==> src/rtl/dpram_pkg.sv <==
// ---------------------------------------------------------------------------
// dpram_pkg
// Shared definitions for the dual-port RAM self-test block: FSM state
// encoding, pattern selector codes and the pattern generator function.
// ---------------------------------------------------------------------------
package dpram_pkg;

    // Sequencer states
    typedef enum logic [2:0] {
        ST_IDLE  = 3'd0,
        ST_WRITE = 3'd1,
        ST_READ  = 3'd2,
        ST_DRAIN = 3'd3,
        ST_DONE  = 3'd4
    } state_e;

    // Pattern selector codes as seen on pattern_sel
    typedef enum logic [1:0] {
        PAT_INC  = 2'd0,   // word = address
        PAT_INV  = 2'd1,   // word = ~address
        PAT_CHK  = 2'd2,   // 0xAA.. on even addresses, 0x55.. on odd
        PAT_ONES = 2'd3    // all ones
    } pat_sel_e;

    // Widest word the generator produces; DATA_W is limited to this
    localparam int PAT_W = 32;

    // Pattern generator. It always works at PAT_W bits; callers take the low
    // DATA_W bits with a size cast, which gives exactly the zero-extend /
    // truncate behaviour for every pattern (inversion and the fixed
    // checkerboard constants are bitwise, so truncation commutes with them).
    function automatic logic [PAT_W-1:0] pat(input logic [PAT_W-1:0] addr,
                                             input pat_sel_e          sel);
        logic [PAT_W-1:0] res;
        res = '0;
        case (sel)
            PAT_INC:  res = addr;
            PAT_INV:  res = ~addr;
            PAT_CHK:  res = addr[0] ? 32'h5555_5555 : 32'hAAAA_AAAA;
            PAT_ONES: res = '1;
            default:  res = '0;
        endcase
        return res;
    endfunction

endpackage

==> src/rtl/dpram_sdp.sv <==
// ---------------------------------------------------------------------------
// dpram_sdp
// Inferred simple dual-port RAM: one synchronous write port, one registered
// read port. READ_LAT=1 returns data one cycle after the address; READ_LAT=2
// adds an output register behind the read register.
// ---------------------------------------------------------------------------
module dpram_sdp #(
    parameter int DATA_W   = 8,
    parameter int ADDR_W   = 8,
    parameter int READ_LAT = 1
) (
    input  logic              sys_clk,
    input  logic              we,
    input  logic [ADDR_W-1:0] waddr,
    input  logic [DATA_W-1:0] wdata,
    input  logic [ADDR_W-1:0] raddr,
    output logic [DATA_W-1:0] rdata
);

    logic [DATA_W-1:0] r_mem [2**ADDR_W];
    logic [DATA_W-1:0] r_rd;

    // Write port
    // NOTE: the storage array has no reset branch; a reset on it would stop
    // the tools from mapping it onto block RAM, and nothing relies on its
    // contents before the sequencer has written them.
    // NOTE: sequential state is always assigned with <= so every register
    // samples its inputs as they were before the edge, independent of
    // statement order.
    always_ff @(posedge sys_clk) begin
        if (we) begin
            r_mem[waddr] <= wdata;
        end
    end

    // Read port register (first cycle of read latency)
    always_ff @(posedge sys_clk) begin
        r_rd <= r_mem[raddr];
    end

    generate
        if (READ_LAT == 2) begin : g_out_reg
            logic [DATA_W-1:0] r_rd_q;

            // Extra output register for the two-cycle read variant
            always_ff @(posedge sys_clk) begin
                r_rd_q <= r_rd;
            end

            assign rdata = r_rd_q;
        end else begin : g_no_out_reg
            assign rdata = r_rd;
        end
    endgenerate

endmodule

==> src/rtl/dpram_bist_ctrl.sv <==
// ---------------------------------------------------------------------------
// dpram_bist_ctrl
// Write-then-readback self test around a simple dual-port RAM. A start pulse
// in IDLE fills every word with the selected pattern, then reads every word
// back, counts mismatches, records the first failing address and reports
// pass/fail with a one-cycle done pulse.
//
// Build option: define DPRAM_ERR_INJECT_EN to add the err_inject input,
// which corrupts bit 0 of the word written at address 0 when latched high.
// ---------------------------------------------------------------------------
module dpram_bist_ctrl
    import dpram_pkg::*;
#(
    parameter int DATA_W   = 8,
    parameter int ADDR_W   = 8,
    parameter int READ_LAT = 1
) (
    input  logic              sys_clk,
    input  logic              sys_rst,
    input  logic              start,
    input  logic [1:0]        pattern_sel,
`ifdef DPRAM_ERR_INJECT_EN
    input  logic              err_inject,
`endif
    output logic              busy,
    output logic              done,
    output logic              pass,
    output logic [ADDR_W:0]   err_cnt,
    output logic [ADDR_W-1:0] first_err_addr
);

    localparam logic [ADDR_W-1:0] ADDR_ONE  = ADDR_W'(1);
    localparam logic [ADDR_W:0]   CNT_ONE   = (ADDR_W+1)'(1);
    localparam logic [1:0]        DRAIN_END = 2'(READ_LAT - 1);

    // FSM
    state_e            r_state;
    state_e            w_next_state;
    logic              w_accept;
    logic              w_we;
    logic              w_issue;
    logic              w_busy;

    // Counters and latched settings
    logic [ADDR_W-1:0] r_wr_addr;
    logic [ADDR_W-1:0] r_rd_addr;
    logic [1:0]        r_drain_cnt;
    pat_sel_e          r_pat_sel;

    // Read-side delay line, one stage per cycle of RAM read latency
    logic [READ_LAT-1:0] r_vld_pipe;
    logic [ADDR_W-1:0]   r_addr_pipe [READ_LAT];

    // Data paths
    logic [DATA_W-1:0] w_pat_wr;
    logic [DATA_W-1:0] w_wdata;
    logic [DATA_W-1:0] w_rdata;
    logic [DATA_W-1:0] w_exp;
    logic [ADDR_W-1:0] w_cmp_addr;
    logic              w_cmp_vld;
    logic              w_mismatch;

    // Results
    logic [ADDR_W:0]   r_err_cnt;
    logic [ADDR_W-1:0] r_first_err;
    logic              r_pass;
    logic              r_done;

    // State register
    always_ff @(posedge sys_clk) begin
        if (sys_rst) begin
            r_state <= ST_IDLE;
        end else begin
            r_state <= w_next_state;
        end
    end

    // Next-state decode and per-state strobes
    // NOTE: every signal written here gets a default before the case so no
    // path leaves one unassigned, which would otherwise infer a latch.
    always_comb begin
        w_next_state = r_state;
        w_accept     = 1'b0;
        w_we         = 1'b0;
        w_issue      = 1'b0;
        w_busy       = 1'b0;
        case (r_state)
            ST_IDLE: begin
                if (start) begin
                    w_accept     = 1'b1;
                    w_next_state = ST_WRITE;
                end
            end
            ST_WRITE: begin
                w_we   = 1'b1;
                w_busy = 1'b1;
                if (r_wr_addr == '1) begin
                    w_next_state = ST_READ;
                end
            end
            ST_READ: begin
                w_issue = 1'b1;
                w_busy  = 1'b1;
                if (r_rd_addr == '1) begin
                    w_next_state = ST_DRAIN;
                end
            end
            ST_DRAIN: begin
                w_busy = 1'b1;
                if (r_drain_cnt == DRAIN_END) begin
                    w_next_state = ST_DONE;
                end
            end
            ST_DONE: begin
                w_next_state = ST_IDLE;
            end
            default: begin
                w_next_state = ST_IDLE;
            end
        endcase
    end

    // Address counters, drain counter and pattern latch
    always_ff @(posedge sys_clk) begin
        if (sys_rst) begin
            r_wr_addr   <= '0;
            r_rd_addr   <= '0;
            r_drain_cnt <= '0;
            r_pat_sel   <= PAT_INC;
        end else begin
            if (w_accept) begin
                r_wr_addr <= '0;
                r_rd_addr <= '0;
                r_pat_sel <= pat_sel_e'(pattern_sel);
            end
            // Both address counters wrap to 0 after the last word; the
            // wrapped value is never used because the FSM has moved on.
            if (w_we) begin
                r_wr_addr <= r_wr_addr + ADDR_ONE;
            end
            if (w_issue) begin
                r_rd_addr <= r_rd_addr + ADDR_ONE;
            end
            r_drain_cnt <= (r_state == ST_DRAIN) ? r_drain_cnt + 2'd1 : 2'd0;
        end
    end

    // Write data: the selected pattern for the current write address
    assign w_pat_wr = DATA_W'(pat(PAT_W'(r_wr_addr), r_pat_sel));

`ifdef DPRAM_ERR_INJECT_EN
    logic r_inject;

    // Latch the injection request together with the other test settings
    always_ff @(posedge sys_clk) begin
        if (sys_rst) begin
            r_inject <= 1'b0;
        end else if (w_accept) begin
            r_inject <= err_inject;
        end
    end

    // Corrupt bit 0 of the word at address 0 so readback must flag it
    assign w_wdata = w_pat_wr ^ DATA_W'(r_inject && (r_wr_addr == '0));
`else
    assign w_wdata = w_pat_wr;
`endif

    dpram_sdp #(
        .DATA_W  (DATA_W),
        .ADDR_W  (ADDR_W),
        .READ_LAT(READ_LAT)
    ) u_ram (
        .sys_clk(sys_clk),
        .we     (w_we),
        .waddr  (r_wr_addr),
        .wdata  (w_wdata),
        .raddr  (r_rd_addr),
        .rdata  (w_rdata)
    );

    // Delay the issued read address and its valid bit to meet the RAM data
    always_ff @(posedge sys_clk) begin
        if (sys_rst) begin
            r_vld_pipe <= '0;
            for (int i = 0; i < READ_LAT; i++) begin
                r_addr_pipe[i] <= '0;
            end
        end else begin
            r_vld_pipe[0]  <= w_issue;
            r_addr_pipe[0] <= r_rd_addr;
            for (int i = 1; i < READ_LAT; i++) begin
                r_vld_pipe[i]  <= r_vld_pipe[i-1];
                r_addr_pipe[i] <= r_addr_pipe[i-1];
            end
        end
    end

    // Compare returning data against the pattern for its own address
    assign w_cmp_vld  = r_vld_pipe[READ_LAT-1];
    assign w_cmp_addr = r_addr_pipe[READ_LAT-1];
    assign w_exp      = DATA_W'(pat(PAT_W'(w_cmp_addr), r_pat_sel));
    assign w_mismatch = w_cmp_vld && (w_rdata != w_exp);

    // Error count, first failing address, pass flag and done pulse
    always_ff @(posedge sys_clk) begin
        if (sys_rst) begin
            r_err_cnt   <= '0;
            r_first_err <= '0;
            r_pass      <= 1'b0;
            r_done      <= 1'b0;
        end else begin
            r_done <= (r_state == ST_DONE);
            if (w_accept) begin
                r_err_cnt   <= '0;
                r_first_err <= '0;
                r_pass      <= 1'b0;
            end else if (w_mismatch) begin
                r_err_cnt <= r_err_cnt + CNT_ONE;
                if (r_err_cnt == '0) begin
                    r_first_err <= w_cmp_addr;
                end
            end
            // All compares have retired by DONE, so the count is final here
            if (r_state == ST_DONE) begin
                r_pass <= (r_err_cnt == '0);
            end
        end
    end

    assign busy           = w_busy;
    assign done           = r_done;
    assign pass           = r_pass;
    assign err_cnt        = r_err_cnt;
    assign first_err_addr = r_first_err;

endmodule

==> config.mk <==
export PLATFORM = sky130hd
export DESIGN_NAME = dpram_bist_ctrl
export DESIGN_NICKNAME = d
export VERILOG_FILES = /design/src/rtl/dpram_pkg.sv /design/src/rtl/dpram_sdp.sv /design/src/rtl/dpram_bist_ctrl.sv
export SDC_FILE = /design/constraint.sdc
export NUM_CORES = 2
export LEC_CHECK = 0
export BUFFER_PORTS_ARGS = -buffer_cell sky130_fd_sc_hd__buf_2
export CORE_ASPECT_RATIO = 1.25
export CORE_MARGIN = 5
export CORE_UTILIZATION = 40
export DETAILED_ROUTE_END_ITERATION = 10
export SLEW_MARGIN = 20
export SYNTH_ARGS = -nofsm -noshare
export SYNTH_HDL_FRONTEND = slang
export SYNTH_SLANG_ARGS = --single-unit
==> constraint.sdc <==
create_clock -name sys_clk -period 33.5 [get_ports sys_clk]
set_clock_uncertainty 0.15 [all_clocks]
set_input_delay 6.7 -clock sys_clk [delete_from_list [all_inputs] [get_ports sys_clk]]
set_output_delay 6.7 -clock sys_clk [all_outputs]
set_load 0.01 [all_outputs]
Word-level counts from Yosys, hierarchy flattened --
Memories as Yosys holds them, arrays and structs flattened. A register that Yosys moved wholly into a read port is not among the register bits. Cells that the tools add are included.
Storage, ports and cells: memories kept 2, register bits after elaboration 43, bits in writable memories 2056
Operators by class: equal/unequal tests 14, reductions and logical operators 14, $add $sub $neg 4, muxes and demuxes 26, bitwise logic cells 3
Memories:
- u_ram.r_mem | words 256, bits a word 8, rd ports 1, clocked after memory_dff 1, write ports 1, RTL line dpram_sdp.sv:20 | logic [DATA_W-1:0] r_mem [2**ADDR_W];
- r_addr_pipe | words 1, bits a word 8, rd ports 1, clocked after memory_dff 0, write ports 1, RTL line dpram_bist_ctrl.sv:52 | logic [ADDR_W-1:0] r_addr_pipe [READ_LAT];
Operator list (count):
- $pmux 8 s4 | 2
- $mux 8 | 6
- $add 8x1->8 const B | 2
- $eq 8x8->1 const B | 2
- $not 8->8 | 2
- $mux 1 | 13
- $mux 3 | 4
- $pmux 3 s4 | 1
- $add 9x1->9 const B | 1
- $logic_not 9->1 | 1
- $ne 2x2->1 const B | 4
- $ne 8x8->1 | 1
- $reduce_or 8->1 | 1
- $eq 3x2->1 const B | 2
- $reduce_bool 2->1 | 3
- $eq 2x2->1 const B | 2
- $logic_not 2->1 | 2
- $reduce_and 4->1 | 1
- $reduce_or 2->1 | 2
- $eq 3x1->1 const B | 1
- $eq 3x3->1 const B | 1
- $logic_not 3->1 | 1
- $reduce_or 3->1 | 1
- $add 2x1->2 const B | 1
- other kinds (4) | 4

Longest topological paths before layout --
depth after elaboration 5, mapped depth 12, mapped depth without buffers 7

By module --
From an unflattened synthesis, not the netlist that was laid out.
Second synthesis, totals: cells, all modules 4093, area total of the unflattened synthesis 82407.8 µm²
Modules (own cells, without submodules):
- dpram_sdp | sequential area each 61659.1 µm², cells an instance 3733, area each 79556.3 µm², instances 1
- dpram_bist_ctrl | sequential area each 1021.0 µm², cells an instance 360, area each 2851.5 µm², instances 1

Least setup slack after synthesis --
Ideal clock, no wire load.
path type register -> register, start point register r_pat_sel[0], end point memory u_ram.r_mem[0][0] (data pin), required time 31.162 ns, buffers on the path 2, stages on the path, launching flop included 5, data arrival time 11.026 ns, period minus slack after synthesis 13.364 ns, path slack 20.136 ns, cell sequence dfxtp_1 buf_2 buf_1 inv_1 o21ai_0
Between the ends: longest elaborated chain between the ends 2, elaborated cells between the ends (all ways) 5, classes of those cells 3 x eq/ne; 1 x mux; 1 x reduce/logical
Ends and longest elaborated chain:
- from (decl) | RTL line dpram_bist_ctrl.sv:48 | pat_sel_e r_pat_sel;
- from (signal assigned) | RTL line dpram_bist_ctrl.sv:134 | r_pat_sel <= pat_sel_e'(pattern_sel);
- $eq 2x2->1, or another cell as far along | RTL line dpram_pkg.sv:36 | case (sel)
- $pmux 8 s4 (*) | RTL line dpram_pkg.sv:36
- named net u_ram.wdata[0] | RTL line dpram_sdp.sv:15 | input logic [DATA_W-1:0] wdata,
- to (decl) | RTL line dpram_sdp.sv:20
Mark *: on every way through the listed nets, which the timed path passes. The rest lies on a longest branch.

Worst setup path after layout --
start point register r_state[1], end point output port busy
Between the ends: longest elaborated chain between the ends 3, elaborated cells between the ends (all ways) 5, classes of those cells 3 x eq/ne; 1 x mux; 1 x reduce/logical
Ends and longest elaborated chain:
- from (decl) | RTL line dpram_bist_ctrl.sv:37 | state_e r_state;
- from (signal assigned) | RTL line dpram_bist_ctrl.sv:74 | r_state <= w_next_state;
- $eq 3x2->1 or $eq 3x1->1 (tied branches) | RTL line dpram_bist_ctrl.sv:87 | case (r_state)
- $reduce_or 3->1 (no line) (*)
- $mux 1 (*) | RTL line dpram_bist_ctrl.sv:87
- to (decl) | RTL line dpram_bist_ctrl.sv:25 | output logic busy,
Mark *: on every way between the ends. The rest lies on a longest branch, timed or not.

==> results.cfg <==
[synth]
synth_compound_area_share_pct = 3.700
synth_warnings = 0
synth_fa_ha_area_share_pct = 0.1222
synthSimpleGateAreaFrac_pct = 2.958
netlist_instances = 4017
synth.distinct_cells = 62
synth_area_um2 = 81900
synthArstFlopShare_pct = 0
ys_seq_elements = 2107
ys_seq_area_share_pct = 76.53
synth_xor_area_share_pct = 0.2353
synth_top_family_by_area = multiplexers
synth_edf_count = 2048
synthFlopType = edfxtp_1
syn-num-nets = 4030
syn_avg_cell_area_um2 = 20.39
synthMuxAreaShare_pct = 14.78

[timing]
worst_slack_ns = 24.82
fmax_mhz = 115.3
fin_hold_ws_ns = 0.3127
finalSetupTns_ns = 0
slew_headroom_pct = 19.40
post-route-period-util_pct = 25.90
worstMarginPinSlew_ns = 1.208
slew_viol_final = 0
rsz0062_at_grt = false
hold_viol = 0
min_period_ns = 8.675
setup_viol = 0

[die]
die-area_um2 = 214000
initial_core_util_pct = 40.25
die_w_um = 414.7
row_count = 185
die_h_um = 515.9
coreArea_um2 = 203500
num_io_pins = 25

[placed_design]
portBuffers = 24
place_worst_setup_slack_ns = 24.99
hpwl_mm = 115.7
numPlacedInstances = 6590
place_congestion = 0.7943

[clock_network]
cts_root_buf = clkbuf_16
cts_tree = built
htreeDepth = 4
cts_setup_buffers = 0
numCtsBuffers = 189
ctsResizeCount = 0
insertion_delay_ns = 0.82
cts_sinks = 2107
clock_path_buffers = 3
clk_pin_slew_ns = 0.06
hold_buffers = 0

[worst_setup_path]
crit_type = reg2out
reg2reg_depth = 8
path_max_fanout = 14
cp-start-kind = flip-flop
end_kind = output port
critical_path_arrival_ns = 1.83
required_ns = 26.65

[final_layout]
syn_to_final_growth_pct = 11.02
final_nets = 4086
fin_util_pct = 44.69
fin_cells = 6935
drive_gt1_share_pct = 20.63

[grt]
grt_pass1_vias = 40200
gr-total-overflow = 0
antenna_found_initial = 6
grt_start_max_net_pins = 227
grt_pass1_wl_mm = 287.4
grtUsageTotal_pct = 18.23

[power]
ir_worst_vdd_v = 0.00004249
power_leakage_nw = 26.92
p_per_area_nw_per_um2 = 56.55

[detailed_routing]
vias_per_cell = 5.728
wl_mm = 197.7
num_vias = 39730
dr.pass1.iters = 6
antenna_left = 0
drc_errors = 0
wl_per_cell_um = 28.51
drtIter0Drc = 3690

[worst_hold_path]
hold_depth = 2
hold_path.class = reg2reg

[outcome]
status = completed

[job]
cap_violations = 0
critical path, stage by stage, from the launching register on:
cell and delay, ns:
dfxtp_1 0.58, nor2_1 0.17, nor2_1 0.11, buf_2 0.13
placed cells by master, fill, tap and decap left out, drive strengths merged, types with 11 or more instances in the layout:
| cell | n |
|---|---|
| edfxtp | 2048 |
| mux4 | 464 |
| nor2 | 332 |
| clkbuf | 243 |
| mux2i | 160 |
| buf | 108 |
| a21oi | 105 |
| clkinv | 78 |
| nand2 | 74 |
| a22oi | 70 |
| dfxtp | 59 |
| o221ai | 48 |
| o21ai | 44 |
| o22ai | 42 |
| nand3 | 40 |
| a221oi | 25 |
| nor2b | 22 |
| a22o | 19 |
| inv | 18 |
| and3 | 13 |
| a211oi | 13 |
| nand2b | 13 |
| xor2 | 12 |
| a31oi | 11 |
| o211ai | 11 |
layer usage:
layer	part of all wire, %	GRT usage (%)	vias to the layer above
li1	-	-	16770
met1	40	24.47	21200
met2	49	30.26	1447
met3	6.7	3.292	310
met4	3.5	6.277	0
met5	0	0	-
final timing paths:
kind,start,endpoint,slack (ns)
setup reg to reg,r_rd_addr[0],u_ram.rdata[7],28.11
hold / removal,first_err_addr[0],first_err_addr[0],0.31
hold reg to reg,first_err_addr[0],first_err_addr[0],0.31
setup / recovery,r_state[1],busy,24.82
kinds of logic after synthesis:
family	count (synthesis)
mux	629
buf+inv	257
xor+xnor	22
fa+ha+maj	8
simple gates	554
flops	2107
compound gates	440
synthesized netlist by cell type (9+ instances only):
cell type  instances  area share, %
buf_2             57           0.35
a22oi_1           70           0.64
a221oi_1          25           0.27
o21ai_0           44           0.27
mux4_2           464             13
nand3_1           40           0.24
xnor2_1           10           0.11
nor2b_1           22           0.17
o211ai_1          11           0.10
buf_6             28           0.38
mux2i_1          160            2.0
nor4_1             9          0.069
a31oi_1           11          0.084
o22ai_1           42           0.32
clkbuf_1         110           0.50
nand2b_1          13          0.099
inv_1             13          0.060
xor2_1            12           0.13
edfxtp_1        2048             75
o221ai_1          48           0.51
buf_4             26           0.24
nor3_1            10          0.061
nand2_1           74           0.34
buf_1             20          0.092
a21oi_1          105           0.64
a211oi_1          13           0.12
and3_1            13          0.099
nor2_1           332            1.5
a22o_1            19           0.20
dfxtp_1           59            1.4
layout make-up:
class,count,area (µm²)
Multi-Input combinational cell,1653,18010
Antenna cell,2,5.005
Fill cell,17020,112500
Sequential cell,2107,62700
Clock inverter,97,819.5
Tap cell,2711,3392
Timing Repair Buffer,108,905.9
Clock buffer,243,5037
Inverter,14,52.55
sequential cells by signal, summed over array words and instances (netlist names), 2 cells and up:
name,count
r_pat_sel,2
r_drain_cnt,2
r_addr_pipe,8
u_ram.rdata,8
err_cnt,9
r_wr_addr,8
u_ram.r_mem,2048
r_rd_addr,8
first_err_addr,8
r_state,3
power by group:
part	switching (mW)	internal (mW)	leakage [nW]	total [mW]
combinational	0.102	0.0124	4.85	0.114
clock	0.946	1.14	2.86	2.09
sequential	0.00313	2.94	19.2	2.94
metrics by stage:
step | cell area (µm²) | total power [mW]
floorplan | 81900 | 3.075
global placement | 84980 | 3.106
detailed placement | 84980 | 3.113
CTS | 90840 | 5.180
global route | 90920 | 5.294
finish | 90920 | 5.142
Note: power is estimated with default switching activity, not from simulation.
